[src/rtl/boot_loader_ctrl.sv]
// Boot loader: holds the core in reset while a length-prefixed little-endian
// word stream arrives over the UART, writes it to instruction ROM, then releases the core.
module boot_loader_ctrl #(
    parameter logic [31:0] BASE_ADDR      = 32'h0000_0000,
    parameter int          MAX_WORDS      = 1024,
    parameter int          TIMEOUT_CYCLES = 1000000
) (
    input  logic        clk,
    input  logic        reset_n,
    input  logic [7:0]  rx_data_i,
    input  logic        rx_valid_i,
    input  logic        load_req_i,
    output logic        rom_wr_en_o,
    output logic [31:0] rom_wr_addr_o,
    output logic [31:0] rom_wr_data_o,
    output logic        cpu_reset_n_o,
    output logic        busy_o,
    output logic        error_o,
    output logic [15:0] words_loaded_o
);

    typedef enum logic [1:0] {
        ST_LEN   = 2'd0,
        ST_DATA  = 2'd1,
        ST_RUN   = 2'd2,
        ST_ERROR = 2'd3
    } state_t;

    state_t      state_r;
    logic [1:0]  byte_cnt_r;
    logic [31:0] asm_r;
    logic [15:0] word_count_r;
    logic [15:0] index_r;
    logic [31:0] timeout_r;

    logic [31:0] full_word_s;
    logic        timing_s;
    logic        tmo_hit_s;
    logic [31:0] wr_addr_s;

    // A zero-length or oversize image can never be loaded, so it is rejected up front.
    function automatic logic len_bad(input logic [31:0] wc);
        return (wc == 32'd0) || (wc > 32'(MAX_WORDS));
    endfunction

    assign full_word_s = {rx_data_i, asm_r[23:0]};
    assign timing_s    = (state_r == ST_DATA) || ((state_r == ST_LEN) && (byte_cnt_r != 2'd0));
    assign tmo_hit_s   = timing_s && (timeout_r >= 32'(TIMEOUT_CYCLES - 1));
    assign wr_addr_s   = BASE_ADDR + {14'd0, index_r, 2'b00};

    // Load sequencer: state, byte assembly, timeout and all registered outputs.
    always_ff @(posedge clk or negedge reset_n) begin
        if (!reset_n) begin
            state_r        <= ST_LEN;
            byte_cnt_r     <= 2'd0;
            asm_r          <= 32'd0;
            word_count_r   <= 16'd0;
            index_r        <= 16'd0;
            timeout_r      <= 32'd0;
            rom_wr_en_o    <= 1'b0;
            rom_wr_addr_o  <= 32'd0;
            rom_wr_data_o  <= 32'd0;
            cpu_reset_n_o  <= 1'b0;
            busy_o         <= 1'b1;
            error_o        <= 1'b0;
            words_loaded_o <= 16'd0;
        end else begin
            rom_wr_en_o <= 1'b0;
            // A load request wins over any byte or timeout arriving in the same cycle.
            if (load_req_i) begin
                state_r        <= ST_LEN;
                byte_cnt_r     <= 2'd0;
                index_r        <= 16'd0;
                timeout_r      <= 32'd0;
                words_loaded_o <= 16'd0;
                cpu_reset_n_o  <= 1'b0;
                busy_o         <= 1'b1;
                error_o        <= 1'b0;
            end else begin
                case (state_r)
                    ST_LEN, ST_DATA: begin
                        cpu_reset_n_o <= 1'b0;
                        if (rx_valid_i) begin
                            timeout_r                     <= 32'd0;
                            byte_cnt_r                    <= byte_cnt_r + 2'd1;
                            asm_r[{byte_cnt_r, 3'b000} +: 8] <= rx_data_i;
                            if (byte_cnt_r == 2'd3) begin
                                if (state_r == ST_LEN) begin
                                    if (len_bad(full_word_s)) begin
                                        state_r <= ST_ERROR;
                                        error_o <= 1'b1;
                                        busy_o  <= 1'b0;
                                    end else begin
                                        state_r      <= ST_DATA;
                                        word_count_r <= full_word_s[15:0];
                                        index_r      <= 16'd0;
                                    end
                                end else begin
                                    rom_wr_en_o    <= 1'b1;
                                    rom_wr_addr_o  <= wr_addr_s;
                                    rom_wr_data_o  <= full_word_s;
                                    index_r        <= index_r + 16'd1;
                                    words_loaded_o <= index_r + 16'd1;
                                    if (index_r == (word_count_r - 16'd1)) begin
                                        state_r <= ST_RUN;
                                        busy_o  <= 1'b0;
                                    end else begin
                                        state_r <= ST_DATA;
                                    end
                                end
                            end else begin
                                state_r <= state_r;
                            end
                        end else if (tmo_hit_s) begin
                            // Partial word is dropped; nothing is written.
                            state_r    <= ST_ERROR;
                            error_o    <= 1'b1;
                            busy_o     <= 1'b0;
                            byte_cnt_r <= 2'd0;
                            timeout_r  <= 32'd0;
                        end else if (timing_s) begin
                            timeout_r <= timeout_r + 32'd1;
                        end else begin
                            timeout_r <= 32'd0;
                        end
                    end
                    ST_RUN: begin
                        cpu_reset_n_o <= 1'b1;
                        busy_o        <= 1'b0;
                        error_o       <= 1'b0;
                    end
                    ST_ERROR: begin
                        cpu_reset_n_o <= 1'b0;
                        busy_o        <= 1'b0;
                        error_o       <= 1'b1;
                    end
                    default: begin
                        state_r       <= ST_ERROR;
                        cpu_reset_n_o <= 1'b0;
                        busy_o        <= 1'b0;
                        error_o       <= 1'b1;
                    end
                endcase
            end
        end
    end

endmodule

[config.mk]
export PLATFORM = sky130hd
export DESIGN_NAME = boot_loader_ctrl
export DESIGN_NICKNAME = d
export VERILOG_FILES = /design/src/rtl/boot_loader_ctrl.sv
export SDC_FILE = /design/constraint.sdc
export NUM_CORES = 1
export LEC_CHECK = 0
export ABC_CLOCK_PERIOD_IN_PS = 6800
export CAP_MARGIN = 0
export CORE_MARGIN = 10
export CORE_UTILIZATION = 50
export DETAILED_ROUTE_END_ITERATION = 8
export PLACE_DENSITY = 0.81
export SYNTH_ARGS = -nofsm -noshare
export SYNTH_HDL_FRONTEND = slang
export SYNTH_SLANG_ARGS = --single-unit
export TNS_END_PERCENT = 10
[constraint.sdc]
create_clock -name clk -period 6.8 [get_ports clk]
set_input_delay 1.36 -clock clk [delete_from_list [all_inputs] [get_ports clk]]
set_output_delay 1.36 -clock clk [all_outputs]
set_load 0.005 [all_outputs]
==> flow_metrics.env <==
export IMPL_wl_per_cell_um=16.69
export IMPL_postCtsSetupBuffers=0
export IMPL_insertion_delay_ns=0.43
export IMPL_syn_to_final_growth_pct=18.45
export IMPL_p_int_mw=1.613
export IMPL_drt_iter0_drc=482
export IMPL_fin_crit_sh=0.6107
export IMPL_cts_resized_gates=0
export IMPL_dr_wl_met2_um=9012
export IMPL_drc=0
export IMPL_n_antenna_cell=0
export IMPL_end_kind="flop"
export IMPL_vias=6040
export IMPL_final_common_cell="nand2_1"
export IMPL_core_area_mm2=0.01509
export IMPL_cts_sinks=160
export IMPL_seqCellArea_mm2=0.004005
export IMPL_ys_flop_type="dfrtp_1"
export IMPL_yosysUniqueCellTypes=66
export IMPL_tritoncts="yes"
export IMPL_cts_buffers=17
export IMPL_ios=96
export IMPL_multiInputGateArea_mm2=0.003333
export IMPL_clk_pin_slew_ns=0.06
export IMPL_holdBufCountCts=0
export IMPL_ant_nets=0
export IMPL_rsz0062_at_grt="false"
export IMPL_final_cell_mix="224 x nand2_1, 159 x dfrtp_1, 78 x clkdlybuf4s50_1, 48 x o21ai_0, 41 x nor2_1"
export IMPL_path_max_fanout=20
export IMPL_start_kind="input port"
export IMPL_met1_length_um=7897
export IMPL_ys_seq_elements=160
export IMPL_slew_headroom=0.2002
export IMPL_clockBufferDepth=2
export IMPL_timing_setup_tns_ns=0
export IMPL_finalClockSkew_ns=0.009162
export IMPL_vdd_ir_drop_max_mv=0.1637
export IMPL_placed_area_mm2=0.008459
export IMPL_dr_pass1_iters=4
export IMPL_wl_met3_um=923
export IMPL_comb_power_share=0.071
export IMPL_drv_slew=0
export IMPL_grt_max_degree=82
export IMPL_syn_instance_count=828
export IMPL_max_freq_mhz=240.8
export IMPL_syn_avg_cell_area_um2=9.231
export IMPL_synth_edff_count=0
export IMPL_p_clk_frac=0.453
export IMPL_fin_nets=902
export IMPL_critPathKind="in -> reg"
export IMPL_status="finished, final reports clean"
export IMPL_antenna_found_initial=0
export IMPL_synth_area_mm2=0.007644
export IMPL_swShare=0.2444
export IMPL_nFillCells=1273
export IMPL_place_congestion=0.8993
export IMPL_die_area_mm2=0.02063
export IMPL_final_hold_viol_count=0
export IMPL_htree_levels=4
export IMPL_worstHoldPathType="reg -> reg"
export IMPL_track_usage=0.1796
export IMPL_p_leak_nw=4.234
export IMPL_worstPathArrival_ns=4.50
export IMPL_power_switching_mw=0.5216
export IMPL_power_frac_seq=0.476
export IMPL_grt_pass1_vias=5743
export IMPL_period_minus_slack_ns=4.153
export IMPL_routed_top_layer="met4"
export IMPL_worst_pin_slew_ns=1.195
export IMPL_die_y_um=143.6
export IMPL_dp_hpwl_um=12230
export IMPL_required_ns=7.15
export IMPL_p_per_area_mw_per_mm2=235.8
export IMPL_async_flop_share=1.000
export IMPL_maxCapViolations=0
export IMPL_rows=45
export IMPL_grt_pass1_wl_um=29780
export IMPL_drt_vias_per_instance=5.582
export IMPL_setup_viol=0
export IMPL_io_buffers=79
export IMPL_initial_core_util=0.5066
export IMPL_synth_warnings=0
export IMPL_gr_total_overflow=0
export IMPL_fp_dieW_um=143.6
export IMPL_root_buffer="clkbuf_16"
export IMPL_routed_wl_um=18060
export IMPL_drive_gt1_frac=0.05928
export IMPL_final_area_mm2=0.009054
export IMPL_seq_area_frac_synth=0.5240
-- flip-flops by register name, indices dropped and copies added, names as in the netlist, 16 cells and up --
register        cells
asm_r              24
rom_wr_data_o      32
words_loaded_o     16
index_r            16
timeout_r          32
rom_wr_addr_o      16
word_count_r       16
-- cell usage after synthesis, types with 3 or more instances --
master | n | area, um^2
clkbuf_1 | 45 | 168.9
nor4_1 | 21 | 131.4
o21ai_1 | 18 | 90.09
or3_1 | 5 | 31.28
xor2_1 | 12 | 105.1
a22o_1 | 12 | 105.1
nand2b_1 | 5 | 31.28
a21o_1 | 19 | 142.6
dfrtp_1 | 159 | 3979
ha_1 | 8 | 100.1
o21ai_0 | 48 | 240.2
nand4_1 | 10 | 62.56
or4b_1 | 3 | 30.03
nor2b_1 | 7 | 43.79
buf_4 | 16 | 120.1
nand2_1 | 224 | 840.8
o31ai_1 | 7 | 52.55
and2_1 | 23 | 143.9
a31oi_1 | 7 | 43.79
inv_1 | 14 | 52.55
o21a_1 | 3 | 22.52
mux2_1 | 3 | 33.78
xnor2_1 | 19 | 166.4
a41oi_1 | 3 | 26.28
nor2_1 | 41 | 153.9
a21oi_1 | 12 | 60.06
mux2_2 | 7 | 78.83
and3_1 | 4 | 25.02
nand3_1 | 15 | 75.07
nor3_1 | 8 | 40.04
-- routing by layer --
layer,vias to the layer above,GRT usage
li1,2909,-
met1,2961,0.2304
met2,154,0.2933
met3,16,0.04323
met4,0,0.05642
met5,-,0
-- through the flow --
| step | power, mW | utilization | cells | hold WS (ns) | setup WS [ns] |
|---|---|---|---|---|---|
| after floorplan | 1.117 | - | 843 | 0.4498 | 3.870 |
| after global placement | 1.181 | 0.5606 | 1051 | 0.4579 | 2.310 |
| after detailed placement | 1.184 | 0.5606 | 1051 | 0.4622 | 2.236 |
| after CTS | 2.150 | 0.6000 | 1082 | 0.4772 | 2.655 |
| after global routing | 2.221 | 0.6000 | 1082 | 0.4990 | 2.261 |
| final | 2.134 | 0.6000 | 1082 | 0.4706 | 2.647 |
-- cell families (layout without fill, tap and decap cells) --
group                      count (synthesis)  in the layout  share of synthesized area
AOI/OAI and AO/OA                        153            153                     0.1316
buffers and inverters                     79            130                    0.04796
xor gates and xnor gates                  31             31                    0.03552
and+or+nand+nor                          386            386                     0.2326
adders and majority gates                  8              8                    0.01310
DFF                                      160            160                     0.5240
muxes                                     10             10                    0.01473
other                                      1             16                  0.0004906
-- path summary, 6_finish.rpt --
check | slack [ns] | endpoint | from | cells past startpoint
worst max-delay path | 2.65 | timeout_r[11]$_DFFE_PN0N_ | load_req_i | 7
worst min-delay path | 0.47 | rom_wr_data_o[1]$_DFFE_PN0P_ | rom_wr_data_o[1]$_DFFE_PN0P_ | 2
worst max register to register | 3.59 | timeout_r[11]$_DFFE_PN0N_ | timeout_r[0]$_DFFE_PN0N_ | 7
worst min register to register | 0.47 | rom_wr_data_o[1]$_DFFE_PN0P_ | rom_wr_data_o[1]$_DFFE_PN0P_ | 2
max in group asynchronous | 4.66 | asm_r[7]$_DFFE_PN0P_ | reset_n | 2
min in group asynchronous | 0.81 | words_loaded_o[10]$_DFFE_PN0P_ | reset_n | 1
-- critical path, cell delays in order --
cell and delay (ns):
clkdlybuf4s50_1 0.64, nor4_1 0.35, nand4_1 0.13, a211oi_1 0.76, nand2_1 0.65, or3_1 0.51, o21ai_1 0.09
-- area by class of cell --
type / instances / area share
clock buffers: 18 / 0.04740
well taps: 188 / 0.02598
clock inverters: 13 / 0.01824
flip-flops and latches: 160 / 0.4424
inverters: 15 / 0.006219
multi-input cells: 604 / 0.3682
repair buffers: 84 / 0.09163
-- power groups by stage --
stage	sequential (mW)	clock, mW	combinational [mW]
final	1.02	0.967	0.153
after global routing	1.02	1.02	0.177
after CTS	1.02	0.981	0.154
after detailed placement	1.03	0	0.152
after global placement	1.03	0	0.149
after floorplan	1.02	0	0.0972
Note: power is estimated with default switching activity, not from simulation.
